===== src/rtl/core_ctrl_seq.sv =====
// Job sequencer: drives the memory controller command bus through store, N transfer/process
// rounds and back to idle, handshaking with the processing units under a per-state watchdog.
module core_ctrl_seq #(
  parameter int unsigned TIMEOUT_CYCLES = 255,
  parameter int unsigned MEM_DEPTH      = 32
) (
  input  logic       cc_clk,
  input  logic       cc_reset,
  input  logic       cc_start,
  input  logic [5:0] cc_length,
  input  logic [3:0] cc_rounds,
  input  logic       mc_done,
  input  logic       cc_pu_done,
  output logic [2:0] cc_data_contition,
  output logic [5:0] cc_data_length,
  output logic       cc_pu_start,
  output logic       cc_busy,
  output logic       cc_job_done,
  output logic       cc_error,
  output logic [3:0] cc_round_cnt
);

  localparam logic [7:0] Timeout  = 8'(TIMEOUT_CYCLES);
  localparam logic [5:0] MaxLen   = 6'(MEM_DEPTH - 1);
  localparam logic [2:0] CmdIdle  = 3'b000;
  localparam logic [2:0] CmdStore = 3'b100;
  localparam logic [2:0] CmdNext  = 3'b010;
  localparam logic [2:0] CmdProc  = 3'b001;

  typedef enum logic [2:0] {
    StIdle, StStore, StXfer, StProc, StFinish, StAbort1, StAbort2, StAbort3
  } state_e;

  state_e     state_q, state_d;
  logic [7:0] wdog_q, wdog_d;
  logic [3:0] rounds_q, rounds_d;
  logic [3:0] round_cnt_q, round_cnt_d;
  logic [3:0] round_inc;
  logic [5:0] len_q, len_d;
  logic [2:0] cmd_q, cmd_d;
  logic       pu_start_q, pu_start_d;
  logic       busy_q, busy_d;
  logic       job_done_q, job_done_d;
  logic       error_q, error_d;
  logic       expired;
  logic       first_cycle;

  always_comb begin
    state_d     = state_q;
    wdog_d      = wdog_q;
    rounds_d    = rounds_q;
    round_cnt_d = round_cnt_q;
    len_d       = len_q;
    pu_start_d  = 1'b0;
    busy_d      = busy_q;
    job_done_d  = 1'b0;
    error_d     = error_q;
    round_inc   = round_cnt_q + 4'd1;
    expired     = (wdog_q == Timeout);
    // The watchdog is zero only in the first cycle after entering a state.
    first_cycle = (wdog_q == 8'd0);
    cmd_d       = CmdIdle;

    // The command bus reflects the state held during the previous cycle.
    unique case (state_q)
      StStore:  cmd_d = CmdStore;
      StXfer:   cmd_d = CmdNext;
      StProc:   cmd_d = CmdProc;
      StAbort1: cmd_d = CmdNext;
      StAbort2: cmd_d = CmdProc;
      default:  cmd_d = CmdIdle;
    endcase

    unique case (state_q)
      StIdle: begin
        if (cc_start) begin
          if (cc_length == 6'd0 || cc_rounds == 4'd0) begin
            error_d = 1'b1;
          end else begin
            len_d       = (cc_length > MaxLen) ? MaxLen : cc_length;
            rounds_d    = cc_rounds;
            error_d     = 1'b0;
            round_cnt_d = 4'd0;
            busy_d      = 1'b1;
            state_d     = StStore;
          end
        end
      end
      StStore: begin
        if (mc_done) begin
          state_d = StXfer;
        end else if (expired) begin
          error_d = 1'b1;
          state_d = StAbort1;
        end
      end
      StXfer: begin
        if (mc_done && !first_cycle) begin
          pu_start_d = 1'b1;
          state_d    = StProc;
        end else if (expired) begin
          error_d = 1'b1;
          state_d = StAbort1;
        end
      end
      StProc: begin
        if (cc_pu_done && !first_cycle) begin
          round_cnt_d = round_inc;
          if (round_inc == rounds_q) begin
            job_done_d = 1'b1;
            state_d    = StFinish;
          end else begin
            state_d = StXfer;
          end
        end else if (expired) begin
          error_d = 1'b1;
          state_d = StAbort1;
        end
      end
      StFinish: begin
        busy_d  = 1'b0;
        state_d = StIdle;
      end
      StAbort1: state_d = StAbort2;
      StAbort2: state_d = StAbort3;
      StAbort3: begin
        busy_d  = 1'b0;
        state_d = StIdle;
      end
      default: state_d = StIdle;
    endcase

    if (state_d != state_q) begin
      wdog_d = 8'd0;
    end else if (state_q == StStore || state_q == StXfer || state_q == StProc) begin
      wdog_d = wdog_q + 8'd1;
    end
  end

  always_ff @(posedge cc_clk or negedge cc_reset) begin
    if (!cc_reset) begin
      state_q     <= StIdle;
      wdog_q      <= 8'd0;
      rounds_q    <= 4'd0;
      round_cnt_q <= 4'd0;
      len_q       <= 6'd0;
      cmd_q       <= CmdIdle;
      pu_start_q  <= 1'b0;
      busy_q      <= 1'b0;
      job_done_q  <= 1'b0;
      error_q     <= 1'b0;
    end else begin
      state_q     <= state_d;
      wdog_q      <= wdog_d;
      rounds_q    <= rounds_d;
      round_cnt_q <= round_cnt_d;
      len_q       <= len_d;
      cmd_q       <= cmd_d;
      pu_start_q  <= pu_start_d;
      busy_q      <= busy_d;
      job_done_q  <= job_done_d;
      error_q     <= error_d;
    end
  end

  assign cc_data_contition = cmd_q;
  assign cc_data_length    = len_q;
  assign cc_pu_start       = pu_start_q;
  assign cc_busy           = busy_q;
  assign cc_job_done       = job_done_q;
  assign cc_error          = error_q;
  assign cc_round_cnt      = round_cnt_q;

endmodule


===== config.mk =====
export PLATFORM = sky130hd
export DESIGN_NAME = core_ctrl_seq
export DESIGN_NICKNAME = d
export VERILOG_FILES = /design/src/rtl/core_ctrl_seq.sv
export SDC_FILE = /design/constraint.sdc
export NUM_CORES = 1
export LEC_CHECK = 0
export ABC_CLOCK_PERIOD_IN_PS = 2700
export CAP_MARGIN = 5
export CORE_ASPECT_RATIO = 0.5
export CORE_MARGIN = 5
export CORE_UTILIZATION = 52
export CTS_CLUSTER_SIZE = 10
export DETAILED_ROUTE_END_ITERATION = 8
export PLACE_DENSITY = 0.78
export SLEW_MARGIN = 20
export SYNTH_ARGS = -nofsm -noshare
export SYNTH_HDL_FRONTEND = slang
export SYNTH_SLANG_ARGS = --single-unit

===== constraint.sdc =====
create_clock -name cc_clk -period 2.7 [get_ports cc_clk]
set_clock_uncertainty 0.05 [all_clocks]
set_input_delay 0.54 -clock cc_clk [delete_from_list [all_inputs] [get_ports cc_clk]]
set_output_delay 0.54 -clock cc_clk [all_outputs]
set_load 0.05 [all_outputs]

==> impl_results.md <==
* Register bit total from synthesis at 32
* Ant diodes at 0
* Sink Count at 32
* Pin count of the biggest net entering global routing at 33
* Yosys cell types at 46
* Crit share post-route at about 86%
* Largest area contributor in the netlist: dfrtp_1
* Synth warnings at 0
* Share of layout cells above drive strength 1 at between 10% and 20%
* EDFF count, synth at 0
* TritonRoute pass-1 iters at 4
* Hold Vio Cnt, Final at 0
* Via count at between 1000 and 1500
* WL/cell at roughly 16 um
* Worst-Margin Slew at around 0.53 ns
* Mapped cell area at between 1500 and 2000 sq um
* Multi-input gate area at a little under 900 sq um
* Vias in the first global route at 1471
* Routability cong. at around 0.87
* Peak supply drop at ~0.65 mV
* Share of the synthesized area in the top cell type at 46.3%
* Status: finished clean
* Worst path required time at between 2 and 3 ns
* Final wirelength at about 3.9 mm
* Mapped Cells at around 170
* Hold Crit Class: reg2reg
* I/O pin cnt at 32
* DP Worst Slack at between 0.2 and 0.25 ns
* Num CTS Buffers at 5
* Drt drc at 0
* Max Cap Viol at 0
* CTS tree: built
* Slowest cell on crit path: or4_4
* Fin util at between 70% and 80%
* Number of cell rows at 14
* Commonest non-fill, non-tap cells in the layout: 32 x dfrtp_1, 31 x clkdlybuf4s50_1, 17 x nor2_1
* Ys async rst share at 100%
* P_leak at between 0.9 and 1 nW
* Chip height at between 50 and 60 um
* Gr ovfl total at 0
* Syn_area_per_cell at approximately 10 sq um
* Max Root-Sink Buffers at 2
* CTS resizes at 0
* CP endpoint kind: flip-flop
* Pins Over Slew Limit at 0
* Root buffer cell: clkbuf_8
* Top FF cell, synth: dfrtp_1
* Final setup margin at 0.372 ns
* Max Fclk at roughly 0.43 GHz
* Post-route ant nets at 0
* Setup Viol. Count Final at 0
* GRT Total Usage at 19.0%
* Die Width at between 90 and 100 um
* CTS clk-pin slew, worst paths at approximately 0.060 ns
* Post-CTS setup buffer count at 0
* CP peak stage delay at roughly 0.46 ns
* Worst-path fanout max at 8
* Initial detailed-routing violation count at between 100 and 150
* Commonest non-fill, non-tap cell in the layout: dfrtp_1
* Initial Utilization at a little under three fifths
* Slew HR at 64.3%
* Crit-path cells: inv_1 -> ha_1 -> nor4b_2 -> a21oi_1 -> or4_4 -> a21oi_4 -> nor4_1
* Mapped Nets at about 190
* H-tree depth at 2
* # hold bufs at CTS at 0
* Seq/Total Area, Yosys at between 40% and 50%
* Setup_tns at 0 ns
* Nets at roughly 230
* Initial antenna violation count at 0
* Port bufs at 31
* Area contributors post-synth: dfrtp_1 46%, xor2_1 4.1%, a21oi_1 3.8%, nor2_1 3.7%, nor4_1 3.6%
* P&R area growth vs syn at 28.1%
* Worst EP arrival at 2.42 ns
* FF+latch area at approximately 800 sq um
* Vias per inst at about 5.6
* Area of the die at roughly 4600 sq um
* RSZ-0062 raised after global routing: no
* Worst skew pair latency at about 0.27 ns
* Pwr Density at approximately 1200 nW/um^2
* First-pass GRT wire length at between 6 and 7 mm
* Critical path class: reg2reg
* Final Critical Period at between 2 and 2.5 ns
* Core area at roughly 3100 sq um
* CP Launch Type: flip-flop
* FILL cells at ~240
* Post-DP HPWL at just under 3 mm
==> where the power goes <==
| part | internal [W] | switching (W) |
|---|---|---|
| clock network | 0.000227 | 0.000161 |
| logic | 0.000543 | 0.000861 |
| registers | 0.000654 | 0.000155 |
==> flip-flops by register name, summed over array words and instances (netlist names) <==
signal and count:
cc_job_done 1, rounds_q 4, cc_round_cnt 4, state_q 3, cc_data_contition 3, wdog_q 8, cc_pu_start 1, cc_data_length 6
cc_error 1, cc_busy 1
==> through the flow <==
stage,instance area (sq um),hold slack [ns],cells,total power (W)
after detailed placement,2120,0.426,242,0.00222
final,2210,0.450,249,0.00260
after global routing,2210,0.468,249,0.00279
after floorplan,1730,0.194,168,0.00179
after global placement,2120,0.430,242,0.00218
after CTS,2210,0.449,249,0.00261
==> logic make-up after synthesis <==
logic type      after synthesis  synth area share (%)
compound gates               32                  14.3
mux                           6                  3.83
xor+xnor                     15                  7.60
simple gates                 68                  22.3
buf+inv                      12                  3.55
fa+ha+maj                     3                  2.17
flops                        32                  46.3
==> cell usage after synthesis (all sizes together), types with 2 or more instances <==
| master | number |
|---|---|
| a21oi | 15 |
| a31oi | 2 |
| and2 | 2 |
| and4 | 2 |
| buf | 3 |
| clkbuf | 3 |
| dfrtp | 32 |
| ha | 3 |
| inv | 6 |
| mux2 | 5 |
| nand2 | 12 |
| nand2b | 2 |
| nand3 | 6 |
| nand4 | 4 |
| nor2 | 18 |
| nor3 | 2 |
| nor3b | 2 |
| nor4 | 10 |
| o21ai | 5 |
| or4b | 2 |
| xnor2 | 7 |
| xor2 | 8 |
==> final cells by class <==
type / count / share of cell area [%]
Inverter: 6 / 1.02
Tap cell: 40 / 2.26
Sequential cell: 32 / 36.2
Multi-Input combinational cell: 124 / 39.2
Timing Repair Buffer: 40 / 17.1
Clock buffer: 7 / 4.35
==> critical path: cells and delay by family, from the launching register on <==
| family | cells | cell delay [ns] |
|---|---|---|
| compound gates | 2 | 0.47 |
| fa+ha+maj | 1 | 0.14 |
| buf+inv | 1 | 0.08 |
| flops | 1 | 0.43 |
| simple gates | 3 | 1.01 |
==> worst paths after layout <==
path	endpoint	slack [ns]	startpoint	cells after the start
min	cc_data_length[5]$_DFFE_PN0P_	0.45	cc_data_length[5]$_DFFE_PN0P_	1
max reg2reg	wdog_q[5]$_DFFE_PN0P_	0.37	wdog_q[0]$_DFFE_PN0P_	7
max in group asynchronous	wdog_q[2]$_DFFE_PN0P_	1.70	cc_reset	2
max	wdog_q[5]$_DFFE_PN0P_	0.37	wdog_q[0]$_DFFE_PN0P_	7
min reg2reg	cc_data_length[5]$_DFFE_PN0P_	0.45	cc_data_length[5]$_DFFE_PN0P_	1
min in group asynchronous	cc_data_length[2]$_DFFE_PN0P_	0.60	cc_reset	2
==> routing by layer <==
metal  routed length (um)  track usage, %
met5                    0               0
met4                   42            7.00
met3                  137            4.18
met2                 1940            32.8
met1                 1790            23.8
Power figures use the tool's default switching activity.
